[config.mk]
export PLATFORM = sky130hd
export DESIGN_NAME = bus_store_buffer
export DESIGN_NICKNAME = d
export VERILOG_FILES = /design/src/rtl/bus_store_buffer.sv
export SDC_FILE = /design/constraint.sdc
export NUM_CORES = 1
export LEC_CHECK = 0
export CAP_MARGIN = 0
export CORE_MARGIN = 1
export CORE_UTILIZATION = 50
export DETAILED_ROUTE_END_ITERATION = 10
export PLACE_DENSITY = 0.83
export SYNTH_ARGS = -nofsm -noshare
export SYNTH_HDL_FRONTEND = slang
export SYNTH_SLANG_ARGS = --single-unit
[constraint.sdc]
create_clock -name clk -period 7.4 [get_ports clk]
set_input_delay 1.48 -clock clk [delete_from_list [all_inputs] [get_ports clk]]
set_output_delay 1.48 -clock clk [all_outputs]
set_load 0.01 [all_outputs]
[src/rtl/bus_store_buffer.sv]
// bus_store_buffer: posted-write FIFO between the store stage and a valid/ready write bus.
// Optional tail-entry store merging when STORE_BUF_COALESCE_EN is defined.
module bus_store_buffer #(
    parameter int DATA_W = 32,
    parameter int ADDR_W = 32,
    parameter int DEPTH  = 4
) (
    input  logic                       clk,
    input  logic                       reset_n,
    input  logic                       st_valid,
    input  logic [ADDR_W-1:0]          st_addr,
    input  logic [DATA_W-1:0]          st_data,
    output logic                       st_ready,
    output logic [ADDR_W-1:0]          bus_addr,
    output logic [DATA_W-1:0]          bus_dout,
    output logic                       bus_write_valid,
    input  logic                       bus_write_ready,
    output logic [$clog2(DEPTH):0]     count,
    output logic                       empty
);
    localparam int PW = $clog2(DEPTH);
    localparam int CW = PW + 1;
    logic [ADDR_W-1:0] addr_mem [DEPTH];
    logic [DATA_W-1:0] data_mem [DEPTH];
    logic [PW-1:0] wr_ptr, rd_ptr, tail_ptr;
    logic full, hit, push, pop, alloc;
    assign tail_ptr = wr_ptr - PW'(1);
    assign full = count == CW'(DEPTH);
`ifdef STORE_BUF_COALESCE_EN
    // Only merge when the tail is not the head currently presented on the bus.
    assign hit = (count >= CW'(2)) && (addr_mem[tail_ptr] == st_addr);
    assign st_ready = !full || hit;
`else
    assign hit = 1'b0;
    assign st_ready = !full;
`endif
    assign push = st_valid && st_ready;
    assign pop = bus_write_valid && bus_write_ready;
    assign alloc = push && !hit;
    assign bus_write_valid = count != '0;
    assign empty = count == '0;
    // Gated so a discarded head never leaks onto the bus after reset.
    assign bus_addr = bus_write_valid ? addr_mem[rd_ptr] : '0;
    assign bus_dout = bus_write_valid ? data_mem[rd_ptr] : '0;
    always_ff @(posedge clk) begin
        if (!reset_n) begin
            wr_ptr <= '0;
            rd_ptr <= '0;
            count  <= '0;
        end else begin
            if (alloc) wr_ptr <= wr_ptr + PW'(1);
            if (pop) rd_ptr <= rd_ptr + PW'(1);
            if (alloc && !pop) count <= count + CW'(1);
            else if (pop && !alloc) count <= count - CW'(1);
        end
    end
    always_ff @(posedge clk) begin
        if (alloc) begin
            addr_mem[wr_ptr] <= st_addr;
            data_mem[wr_ptr] <= st_data;
        end else if (push) begin
            data_mem[tail_ptr] <= st_data;
        end
    end
endmodule

==> impl_metrics.env <==
export IMPL_final_nets=673
export IMPL_dieWidth_microns=145
export IMPL_setup_tns_ns=0
export IMPL_ys_flop_type="edfxtp_1"
export IMPL_drv_cap=0
export IMPL_postCtsHoldBufs=0
export IMPL_dp_final_hpwl_mm=10.1
export IMPL_grt_pass1_vias=5231
export IMPL_vdd_drop_max_mv=0.410
export IMPL_clock_root_buffer="clkbuf_16"
export IMPL_drt_pre_antenna_iters=4
export IMPL_fmax_mhz=212
export IMPL_met1_usage=0.234
export IMPL_grt_pass1_wl_mm=28.8
export IMPL_tightest_slew_ns=1.20
export IMPL_num_fill_cells=1289
export IMPL_synth_top_area_share=0.753
export IMPL_crit_type="flop to primary output"
export IMPL_status="complete, no violations"
export IMPL_sw_frac_of_total=0.258
export IMPL_hold_viol_final=0
export IMPL_power_share_sequential=0.425
export IMPL_setup_viol_count_final=0
export IMPL_synth_area_leaders="edfxtp_1, mux4_2, and2_1"
export IMPL_antenna_found_initial=0
export IMPL_ys_seq_area_frac=0.770
export IMPL_rows=51
export IMPL_cp_required_ns=5.92
export IMPL_cts_setup_buffers=0
export IMPL_io_pins=138
export IMPL_port_buffers=137
export IMPL_synth_nets=529
export IMPL_worstPathCellList="buf_4 -> mux4_2 -> and2_1 -> clkdlybuf4s50_1"
export IMPL_worst_path_max_fanout=38
export IMPL_slew_violations=0
export IMPL_syn_area_sq_mm=0.0102
export IMPL_vias=4748
export IMPL_htreeDepth=1
export IMPL_grt_usage=0.179
export IMPL_start_util=0.518
export IMPL_regToRegStartpoint="count[0]$_SDFFE_PN0P_"
export IMPL_slowest_delay_ns=0.74
export IMPL_cts_tree="done"
export IMPL_power_switching_w=0.00117
export IMPL_drtIter0Drc=299
export IMPL_cts_buffers=26
export IMPL_p_leak_nw=4.04
export IMPL_cts_sinks=265
export IMPL_grt_max_degree=67
export IMPL_synthCells=455
export IMPL_async_reset_ff_frac=0
export IMPL_synth_yosys_warnings=0
export IMPL_cts_buffer_depth=3
export IMPL_avgSynthCellArea_sq_um=22.4
export IMPL_cts_clk_slew_worst_paths_ns=0.06
export IMPL_cp_num_buf_inv=2
export IMPL_use_met2=0.310
export IMPL_grt_met3_usage=0.0352
export IMPL_drc_errors=0
export IMPL_synth_most_common_cell="edfxtp_1"
export IMPL_dpl_cell_area_sq_mm=0.0117
export IMPL_vias_per_cell=5.37
export IMPL_power_frac_comb=0.283
export IMPL_p_int_w=0.00337
export IMPL_synth_seq_cells=265
export IMPL_min_delay_start="wr_ptr[1]$_SDFFE_PN0P_"
export IMPL_routed_wl_mm=18.2
export IMPL_ys_types=24
export IMPL_dieArea_sq_mm=0.0210
export IMPL_synthTopCellsByCount="edfxtp_1, and2_1, mux4_2"
export IMPL_maxSlewHeadroom=0.203
export IMPL_critical_path_top_delay_family="buffers and inverters"
export IMPL_n_antenna_cell=0
export IMPL_synth_edff_count=256
export IMPL_synth_top_area_cell="edfxtp_1"
export IMPL_ctsResizeCount=0
export IMPL_grt_ovfl_total=0
export IMPL_p_per_area_mw_per_mm2=360
export IMPL_power_frac_clock=0.292
export IMPL_skew_ns=0.00866
export IMPL_syn_to_final_growth_pct=23.5
export IMPL_coreArea_sq_mm=0.0197
export IMPL_fin_crit_ns=4.72
export IMPL_drive_above_1_share=0.173
export IMPL_start_kind="flop"
export IMPL_grt_setup_unrepaired="false"
export IMPL_holdCritPathClass="flop to flop"
export IMPL_die_h_microns=145
export IMPL_avgRoutedWirePerCell_microns=20.6
export IMPL_gp_congestion=0.711
export IMPL_end_kind="primary output"
export IMPL_clk_latency_ns=0.52
export IMPL_slowest_stage="buf_4"
export IMPL_cp_arrival_ns=3.24
export IMPL_grt_busiest_layer="met2"
export IMPL_ant_nets=0
export IMPL_period_share=0.638
export IMPL_design_area_sq_mm=0.0126
## cell type report
class / count / area, sq um / share of cell area
clock buffer: 30 / 687 / 0.0545
clock inverter: 18 / 185 / 0.0147
multi-input combinational: 164 / 2140 / 0.170
timing repair buffer: 138 / 1380 / 0.109
tap: 265 / 332 / 0.0263
sequential: 265 / 7880 / 0.624
inverter: 4 / 15.0 / 0.00119
## cell families after synthesis
group	synth area share
AO/OA/AOI/OAI	0.00392
XOR/XNOR	0.00257
adder cells (fa/ha/maj)	0.00809
buffers and inverters	0.0208
flip-flops	0.770
multiplexers	0.146
AND/OR/NAND/NOR	0.0485
## flip-flops by register name, summed over array words and instances (netlist names), named ones only
name / count
data_mem: 128
wr_ptr: 2
addr_mem: 128
rd_ptr: 2
count: 3
## per-layer routing
layer  share of wire  vias up
met4           0.012        0
li1                -     2132
met1            0.42     2448
met5               0        -
met2            0.51      149
met3           0.062       19
## cells in the final DEF (no fill, tap or decap)
| cell | netlist | final |
|---|---|---|
| and2_1 | 71 | 67 |
| a21boi_1 | 1 | 1 |
| clkinv_1 | 0 | 6 |
| or3_2 | 0 | 1 |
| clkdlybuf4s50_1 | 0 | 137 |
| edfxtp_1 | 256 | 256 |
| buf_4 | 0 | 1 |
| dfxtp_1 | 9 | 7 |
| clkinvlp_4 | 0 | 1 |
| xnor2_1 | 2 | 2 |
| mux4_1 | 4 | 4 |
| nor2_1 | 1 | 1 |
| a21boi_0 | 2 | 2 |
| or3_1 | 3 | 2 |
| xor2_1 | 1 | 1 |
| o21ai_0 | 2 | 2 |
| clkbuf_16 | 0 | 27 |
| bufinv_16 | 0 | 4 |
| nor2b_1 | 1 | 1 |
| ha_1 | 5 | 5 |
| mux4_2 | 60 | 60 |
| and2_4 | 0 | 4 |
| o31ai_1 | 1 | 1 |
| clkbuf_1 | 7 | 3 |
| nand2_1 | 6 | 6 |
| fa_1 | 1 | 1 |
| dfxtp_4 | 0 | 2 |
| clkinv_2 | 0 | 7 |
| inv_1 | 4 | 4 |
| mux2i_1 | 3 | 3 |
## power groups by stage
stage | logic, W | clock network (W) | registers, W
after detailed placement | 0.00130 | 0 | 0.00197
after floorplan | 0.000822 | 0 | 0.00189
after global placement | 0.00129 | 0 | 0.00195
after global routing | 0.00138 | 0.00141 | 0.00195
after CTS | 0.00131 | 0.00135 | 0.00194
final | 0.00129 | 0.00133 | 0.00193
## stage by stage
stage               cells  hold slack [ns]  setup WS (ns)  utilization  total power (W)
detailed placement    836            0.501           3.12        0.596          0.00327
global route          884            0.543           2.44        0.640          0.00474
global placement      836            0.470           3.12        0.596          0.00324
CTS                   884            0.516           2.57        0.640          0.00460
floorplan             455            0.468           3.54            -          0.00271
finish                884            0.514           2.68        0.640          0.00454
## worst reg2reg max path: stages (launching register included)
cell      delay (ns)
dfxtp_1         0.45
nor2_1          0.10
a21boi_1        0.57
ha_1            0.32
inv_1           0.07
fa_1            0.38
xor2_1          0.19
or3_1           0.30
a21boi_0        0.17
## worst paths after layout
check / endpoint / depth (start not counted) / slack [ns]
max reg2reg: count[2]$_SDFFE_PN0P_ / 8 / 4.80
min reg2reg: wr_ptr[1]$_SDFFE_PN0P_ / 2 / 0.51
max: bus_dout[29] / 4 / 2.68
min: wr_ptr[1]$_SDFFE_PN0P_ / 2 / 0.51
Power figures use the tool's default switching activity.
